**src/rtl/tx_msg_scheduler_pkg.sv**
```systemverilog
// Shared definitions for the UART message scheduler: FSM states, UART timing and ASCII constants.
package tx_msg_scheduler_pkg;

  localparam int unsigned CLK_HZ        = 100_000_000;
  localparam int unsigned BIT_RATE      = 9600;
  localparam int unsigned BIT_CYCLES    = CLK_HZ / BIT_RATE;
  localparam int unsigned MSG_BYTES_DEF = 16;
  localparam int unsigned LEN_W_DEF     = 5;

  localparam logic [7:0] ASCII_CR = 8'h0D;
  localparam logic [7:0] ASCII_LF = 8'h0A;

  typedef enum logic [2:0] {
    ST_IDLE,
    ST_LOAD,
    ST_START,
    ST_WAIT_HI,
    ST_WAIT_LO,
    ST_FINISH
  } state_e;

  // Index width for a requester count; never below one bit.
  function automatic int unsigned idx_width(input int unsigned n);
    return (n > 1) ? $clog2(n) : 1;
  endfunction

endpackage

```
**src/rtl/tx_msg_scheduler_rr_arbiter.sv**
```systemverilog
// Combinational round-robin pick: first set request at or after ptr, wrapping mod NREQ.
module tx_msg_scheduler_rr_arbiter #(
  parameter int unsigned NREQ  = 2,
  parameter int unsigned IDX_W = 1
) (
  input  logic [NREQ-1:0]  req,
  input  logic [IDX_W-1:0] ptr,
  output logic [NREQ-1:0]  gnt_c,
  output logic [IDX_W-1:0] idx_c
);

  logic             hit;
  logic [IDX_W-1:0] cand;

  always_comb begin
    gnt_c = '0;
    idx_c = '0;
    hit   = 1'b0;
    cand  = '0;
    for (int unsigned k = 0; k < NREQ; k++) begin
      cand = IDX_W'((32'(ptr) + k) % NREQ);
      if (!hit && req[cand]) begin
        hit         = 1'b1;
        gnt_c[cand] = 1'b1;
        idx_c       = cand;
      end
    end
  end

endmodule

```
**src/rtl/tx_msg_scheduler.sv**
```systemverilog
// Round-robin scheduler sharing one UART byte transmitter among NREQ message sources.
module tx_msg_scheduler
  import tx_msg_scheduler_pkg::*;
#(
  parameter int unsigned NREQ      = 2,
  parameter int unsigned MSG_BYTES = MSG_BYTES_DEF,
  parameter int unsigned LEN_W     = LEN_W_DEF
) (
  input  logic                        clk,
  input  logic                        reset,
  input  logic [NREQ-1:0]             req,
  input  logic [NREQ*MSG_BYTES*8-1:0] msg_data,
  input  logic [NREQ*LEN_W-1:0]       msg_len,
  output logic [NREQ-1:0]             grant,
  output logic [NREQ-1:0]             done,
  output logic                        tx_start,
  output logic [7:0]                  tx_data,
  input  logic                        tx_busy,
  output logic                        busy
);

  localparam int unsigned IDX_W = idx_width(NREQ);
  localparam int unsigned MW    = MSG_BYTES * 8;

  state_e           state, state_n;
  logic [NREQ-1:0]  grant_n, done_n, arb_gnt_c;
  logic [IDX_W-1:0] g_idx, g_idx_n, rr_ptr, rr_ptr_n, arb_idx_c;
  logic [MW-1:0]    msg_q, msg_n, sel_msg_c;
  logic [LEN_W-1:0] len_q, len_n, idx_q, idx_n, sel_len_c, clamp_len_c;
  logic [7:0]       tx_data_n, cur_byte_c;
  logic             tx_start_n, busy_n;

  tx_msg_scheduler_rr_arbiter #(
    .NREQ  (NREQ),
    .IDX_W (IDX_W)
  ) u_arb (
    .req   (req),
    .ptr   (rr_ptr),
    .gnt_c (arb_gnt_c),
    .idx_c (arb_idx_c)
  );

  // Message and length of the granted source.
  always_comb begin
    sel_msg_c = '0;
    sel_len_c = '0;
    for (int unsigned i = 0; i < NREQ; i++) begin
      if (g_idx == IDX_W'(i)) begin
        sel_msg_c = msg_data[i*MW +: MW];
        sel_len_c = msg_len[i*LEN_W +: LEN_W];
      end
    end
  end

  assign clamp_len_c = (sel_len_c > LEN_W'(MSG_BYTES)) ? LEN_W'(MSG_BYTES) : sel_len_c;
  // Byte idx 0 sits in the most significant byte of the latched message.
  assign cur_byte_c  = 8'(msg_q >> {LEN_W'(MSG_BYTES - 1) - idx_q, 3'b000});

  always_comb begin
    state_n    = state;
    grant_n    = grant;
    g_idx_n    = g_idx;
    rr_ptr_n   = rr_ptr;
    msg_n      = msg_q;
    len_n      = len_q;
    idx_n      = idx_q;
    tx_data_n  = tx_data;
    tx_start_n = 1'b0;
    done_n     = '0;
    case (state)
      ST_IDLE: begin
        if (|req) begin
          grant_n = arb_gnt_c;
          g_idx_n = arb_idx_c;
          state_n = ST_LOAD;
        end
      end
      ST_LOAD: begin
        msg_n   = sel_msg_c;
        len_n   = clamp_len_c;
        idx_n   = '0;
        state_n = (clamp_len_c == '0) ? ST_FINISH : ST_START;
      end
      // Hold off while a byte from before a reset is still shifting out.
      ST_START: begin
        if (!tx_busy) begin
          tx_data_n  = cur_byte_c;
          tx_start_n = 1'b1;
          state_n    = ST_WAIT_HI;
        end
      end
      ST_WAIT_HI: begin
        if (tx_busy) state_n = ST_WAIT_LO;
      end
      ST_WAIT_LO: begin
        if (!tx_busy) begin
          idx_n   = idx_q + LEN_W'(1);
          state_n = (idx_n == len_q) ? ST_FINISH : ST_START;
        end
      end
      ST_FINISH: begin
        done_n   = grant;
        grant_n  = '0;
        rr_ptr_n = (g_idx == IDX_W'(NREQ - 1)) ? '0 : g_idx + IDX_W'(1);
        state_n  = ST_IDLE;
      end
      default: state_n = ST_IDLE;
    endcase
    busy_n = (state_n != ST_IDLE);
  end

  always_ff @(posedge clk) begin
    if (reset) begin
      state    <= ST_IDLE;
      grant    <= '0;
      done     <= '0;
      tx_start <= 1'b0;
      tx_data  <= 8'h00;
      busy     <= 1'b0;
      g_idx    <= '0;
      rr_ptr   <= '0;
      msg_q    <= '0;
      len_q    <= '0;
      idx_q    <= '0;
    end else begin
      state    <= state_n;
      grant    <= grant_n;
      done     <= done_n;
      tx_start <= tx_start_n;
      tx_data  <= tx_data_n;
      busy     <= busy_n;
      g_idx    <= g_idx_n;
      rr_ptr   <= rr_ptr_n;
      msg_q    <= msg_n;
      len_q    <= len_n;
      idx_q    <= idx_n;
    end
  end

endmodule
```
**config.mk**
```make
export PLATFORM = sky130hd
export DESIGN_NAME = tx_msg_scheduler
export DESIGN_NICKNAME = d
export VERILOG_FILES = /design/src/rtl/tx_msg_scheduler_pkg.sv /design/src/rtl/tx_msg_scheduler_rr_arbiter.sv /design/src/rtl/tx_msg_scheduler.sv
export SDC_FILE = /design/constraint.sdc
export NUM_CORES = 1
export LEC_CHECK = 0
export CORE_ASPECT_RATIO = 1.4
export CORE_MARGIN = 8
export CORE_UTILIZATION = 47
export DETAILED_ROUTE_END_ITERATION = 12
export PLACE_DENSITY = 0.84
export SETUP_SLACK_MARGIN = 0.02
export SLEW_MARGIN = 20
export SYNTH_ARGS = -nofsm -noshare
export SYNTH_HDL_FRONTEND = slang
export SYNTH_SLANG_ARGS = --single-unit
```
**constraint.sdc**
```tcl
create_clock -name clk -period 3 [get_ports clk]
set_clock_uncertainty 0.1 [all_clocks]
set_input_delay 0.3 -clock clk [delete_from_list [all_inputs] [get_ports clk]]
set_output_delay 0.3 -clock clk [all_outputs]
set_load 0.01 [all_outputs]
```
# Yosys cells after proc, flatten, opt, wreduce, memory -nomap -nowiden
# Index checks and enable logic that the tools add are counted.
[word_totals]
reg_bits = 157
word_cells = 78
inputBits = 271
[op_classes]
n_addsub = 4
order_cmp = 5
n_shift = 1
muxes = 29
n_eq_ne = 8
n_bitwise = 4
reduce_logical = 16
[ops]
columns = ["op", "n"]
rows = [
  ["2-to-1 mux 128 bit", 1],
  [">> shifter 128 x 8 -> 8 bit", 1],
  ["2-to-1 mux 3 bit", 6],
  ["2-to-1 mux 5 bit", 3],
  ["one-hot mux 3 bit (5 select lines)", 1],
  ["2-to-1 mux 1 bit", 11],
  ["one-hot mux 5 bit (2 select lines)", 1],
  ["AND reduction 2 bit", 4],
  ["== test 3 x 2 -> 1 bit, second input constant", 2],
  ["== test 3 bit, second input constant", 2],
  ["2-to-1 mux 2 bit", 3],
  ["OR reduction 2 bit", 3],
  ["adder 5 x 1 -> 5 bit, second input constant", 1],
  ["== test 5 bit", 1],
  ["> comparator 5 bit, second input constant", 1],
  ["logical NOT 5 bit", 1],
  ["subtractor 4 x 5 -> 5 bit, first input constant", 1],
  ["< comparator 1 x 2 -> 1 bit, second input constant", 2],
  ["inequality test 2 bit, second input constant", 2],
  ["one-hot mux 2 bit (2 select lines)", 1],
  ["nonzero test 2 bit", 2],
  ["== test 3 x 1 -> 1 bit, second input constant", 1],
  ["logical AND 1 bit", 3],
  ["logical NOT 3 bit", 1],
  ["other kinds (7)", 12],
]

# Longest topological paths before layout
[logic_depth]
depth_word = 9
depth_mapped = 8
ltp_nobuf = 6

# Hierarchy
# Synthesis repeated with hierarchy kept, for this count alone.
[hier_totals]
cells_unflattened = 789
area_unflattened_um2 = 7940.1
[by_module_without_submodules]
columns = ["mod", "area_each_um2", "seq_area_each_um2", "cells_each", "instances"]
rows = [
  ["tx_msg_scheduler", 7910.1, 3143.0, 785, 1],
  ["tx_msg_scheduler_rr_arbiter", 30.0, 0.0, 4, 1],
]

# Worst setup path before layout
# Ideal clock, no wire load.
[synth_path]
path_type = "register -> register"
from = "register idx_q[0]"
to = "register busy"
setup_time_ns = 0.127
arrival_time_ns = 1.769
synth_period_minus_slack_ns = 1.996
path_slack_ns = 1.004
required_ns = 2.773
n_path_buf = 0
stages_incl_launch_ff = 7
cell_sequence = "dfxtp_1 ha_1 xor2_1 nor4_2 nor3_1 or3_4 or3_1"
[synth_via]
elab_chain_len = 6
[synth_lines]
columns = ["element", "line_no", "text"]
rows = [
  ["from (decl)", "tx_msg_scheduler.sv:29", "logic [LEN_W-1:0] len_q, len_n, idx_q, idx_n, sel_len_c, clamp_len_c;"],
  ["from (signal assigned)", "tx_msg_scheduler.sv:136", "idx_q <= idx_n;"],
  ["adder 5 x 1 -> 5 bit", "tx_msg_scheduler.sv:97", "idx_n = idx_q + LEN_W'(1);"],
  ["== test 5 bit", "tx_msg_scheduler.sv:98", "state_n = (idx_n == len_q) ? ST_FINISH : ST_START;"],
  ["2-to-1 mux 3 bit", "tx_msg_scheduler.sv:98", ""],
  ["2-to-1 mux 3 bit", "tx_msg_scheduler.sv:96", "if (!tx_busy) begin"],
  ["one-hot mux 3 bit (5 select lines)", "tx_msg_scheduler.sv:70", "case (state)"],
  ["nonzero test 3 bit", "tx_msg_scheduler.sv:109", "busy_n = (state_n != ST_IDLE);"],
  ["to (signal assigned)", "tx_msg_scheduler.sv:131", "busy <= busy_n;"],
  ["to (decl)", "tx_msg_scheduler.sv:19", "output logic busy"],
]
# Every way passes these cells.
# A chain may end at the register's enable or synchronous reset.

# Worst setup path in the final report
[layout_path]
from = "register idx_q[3]"
to = "register busy"
# Same word-level chain as after synthesis.

==> impl_metrics.json <==
{
  "ant_nets": 0,
  "diodes": 0,
  "clock_latency_ps": 410,
  "cts_hold_buf": 0,
  "startpoint_type": "register",
  "cts_tree": "done",
  "setup_violations": 0,
  "gp_congestion": 0.9567,
  "synth_cell_type_count": 37,
  "reg2regPathDepth": 6,
  "grt_max_degree": 123,
  "clk_path_buf_depth": 2,
  "ios": 285,
  "drtIter0Drc": 524,
  "final_util_pct": 68.87,
  "hold_slack_ps": 13.02,
  "ir_drop_v": 0.0003536,
  "crit_arrival_ps": 2530,
  "hold_depth": 2,
  "cts_setup_buffers": 0,
  "synthArstFlopShare_pct": 0,
  "internal_power_w": 0.004832,
  "period_needed_ps": 2342,
  "clock_sinks": 157,
  "maxCapViolations": 0,
  "switching_power_w": 0.001691,
  "htreeDepth": 4,
  "wirelength_um": 24070,
  "core_um2": 16610,
  "grt_pass1_wl_um": 36530,
  "wire_per_inst_um": 19.24,
  "hold_viol": 0,
  "grtUsageTotal_pct": 21.94,
  "postSynthCellCount": 797,
  "yosysWarnings": 0,
  "yosysTopAreaCellShare_pct": 39.89,
  "dr.pass1.iters": 5,
  "finalPower_w": 0.006523,
  "crit_fanout": 21,
  "syn2layout_area_growth_pct": 45.16,
  "syn_nets": 1069,
  "max_slew_margin_pct": 44.67,
  "port_buffers": 284,
  "dp_hpwl_um": 18590,
  "final_layout_size_suffix_gt1_share_pct": 7.729,
  "ys_seq_area_share_pct": 39.89,
  "endpoint_kind": "register",
  "yosys-top-cells-area": "dfxtp_1 40%, mux2i_1 17%, a211oi_1 13%",
  "cellLeakagePower_nw": 3.864,
  "post_cts_resized": 0,
  "first_global_vias": 7069,
  "period_share_pct": 78.07,
  "setup-tns-final_ps": 0,
  "die_area_um2": 21220,
  "synth_most_common_cell": "dfxtp_1",
  "avgViaCountPerCell": 5.575,
  "synth-edff-count": 0,
  "cts-root-buf": "clkbuf_16",
  "remaining_drc_errors": 0,
  "p_clk_share_pct": 37.9,
  "synth.avg_cell_area_um2": 9.886,
  "synth_seq_cells": 157,
  "powerDensity_nw_per_um2": 570.3,
  "status": "finished clean",
  "worst_pin_slew_ps": 829.9,
  "synth_commonest_cells": "157 x dfxtp_1, 148 x nor2_1, 139 x a211oi_1",
  "fmax_mhz": 427.0,
  "syn_area_um2": 7879,
  "timing.final.max_slew_violations": 0,
  "antenna_found_initial": 0,
  "final_nets": 1307,
  "crit_required_ps": 3190,
  "synthFlopType": "dfxtp_1",
  "rows": 56,
  "start_util_pct": 47.45,
  "p_sw_share_pct": 25.92,
  "grt_overflow": 0,
  "cts.clk_slew.worst_paths_ps": 60,
  "die_height_um": 169.2,
  "rsz0062_at_grt": "false",
  "die_w_um": 125.4,
  "vias": 6974,
  "seqPwrFrac_pct": 39.2,
  "cts_made_buffers": 17,
  "crit_type": "reg2reg",
  "pwr-share-comb_pct": 22.9,
  "yosys.area.top_type": "dfxtp_1",
  "hp-class": "in2reg"
}
[critical path, cell delays in order (launching register included)]
cell and delay (ps):
dfxtp_1 760, xor2_1 170, xnor2_1 170, nor4_2 170, nor3_1 80, or3_4 390
or3_1 380
[final timing paths]
path	from	endpoint	slack, ps
max	idx_q[3]$_SDFFE_PP0P_	busy$_SDFF_PP0_	660
min	reset	tx_start$_SDFF_PP0_	10
max reg2reg	idx_q[3]$_SDFFE_PP0P_	busy$_SDFF_PP0_	660
min reg2reg	grant[0]$_SDFFE_PP0P_	grant[0]$_SDFFE_PP0P_	370
[area by class of cell]
cell class | count | area [um^2]
Sequential cell | 157 | 3151
Fill cell | 1255 | 5169
Timing Repair Buffer | 297 | 2975
Tap cell | 203 | 254.0
Multi-Input combinational cell | 560 | 4369
Clock inverter | 10 | 236.5
Clock buffer | 22 | 444.2
Inverter | 2 | 7.507
[cell usage in the layout, fill, tap and decap left out, types with 2 or more instances in the layout]
master             n
clkdlybuf4s50_1  283
dfxtp_1          153
nor2_1           148
a211oi_1         139
mux2i_1          137
mux4_2            31
a21oi_1           19
clkbuf_16         17
o21ai_0           11
buf_4             11
nor2b_1           10
a22o_1             8
nor3_1             7
bufinv_16          7
nand2_1            6
nand3_1            6
nand2b_1           5
clkbuf_1           5
xnor2_1            4
a221oi_1           3
or3_1              3
nor3b_1            3
clkinv_4           3
dfxtp_2            3
buf_12             3
inv_1              2
nand3b_1           2
and2_1             2
nor4_1             2
xor2_1             2
nor4_2             2
[registers in the layout (all words and copies together) (netlist names)]
name,cells
busy,1
done,2
g_idx,1
grant,2
idx_q,5
len_q,5
msg_q,128
rr_ptr,1
state,3
tx_data,8
tx_start,1
[power groups by stage]
stage	registers, W	clock network (W)	logic (W)
floorplan	0.00253	0	0.000930
global placement	0.00259	0	0.00145
detailed placement	0.00260	0	0.00148
CTS	0.00256	0.00248	0.00150
global route	0.00259	0.00258	0.00163
finish	0.00256	0.00247	0.00149
[layer usage]
| metal | vias up | share of wire [%] | track usage (%) |
|---|---|---|---|
| li1 | 3461 | - | - |
| met1 | 3218 | 39 | 24.35 |
| met2 | 256 | 54 | 40.36 |
| met3 | 39 | 5.2 | 4.874 |
| met4 | 0 | 2.2 | 7.598 |
| met5 | - | 0 | 0 |
[stage by stage]
| stage | worst slack, ps | cells | area, um^2 |
|---|---|---|---|
| floorplan | 1004 | 797 | 7879 |
| CTS | 691.4 | 1251 | 11440 |
| finish | 657.8 | 1251 | 11440 |
| global placement | 634.2 | 1219 | 10760 |
| global route | 504.7 | 1251 | 11440 |
| detailed placement | 569.4 | 1219 | 10760 |
[cells by family (layout without fill, tap and decap cells)]
kind of cell / Yosys count / in the layout / share of synthesized area [%]
fa+ha+maj: 1 / 1 / 0.1588
buf+inv: 80 / 331 / 4.716
simple gates: 200 / 200 / 11.13
flops: 157 / 157 / 39.89
xor+xnor: 6 / 6 / 0.6670
compound gates: 184 / 184 / 16.83
mux: 169 / 169 / 26.60
Power figures use the tool's default switching activity.
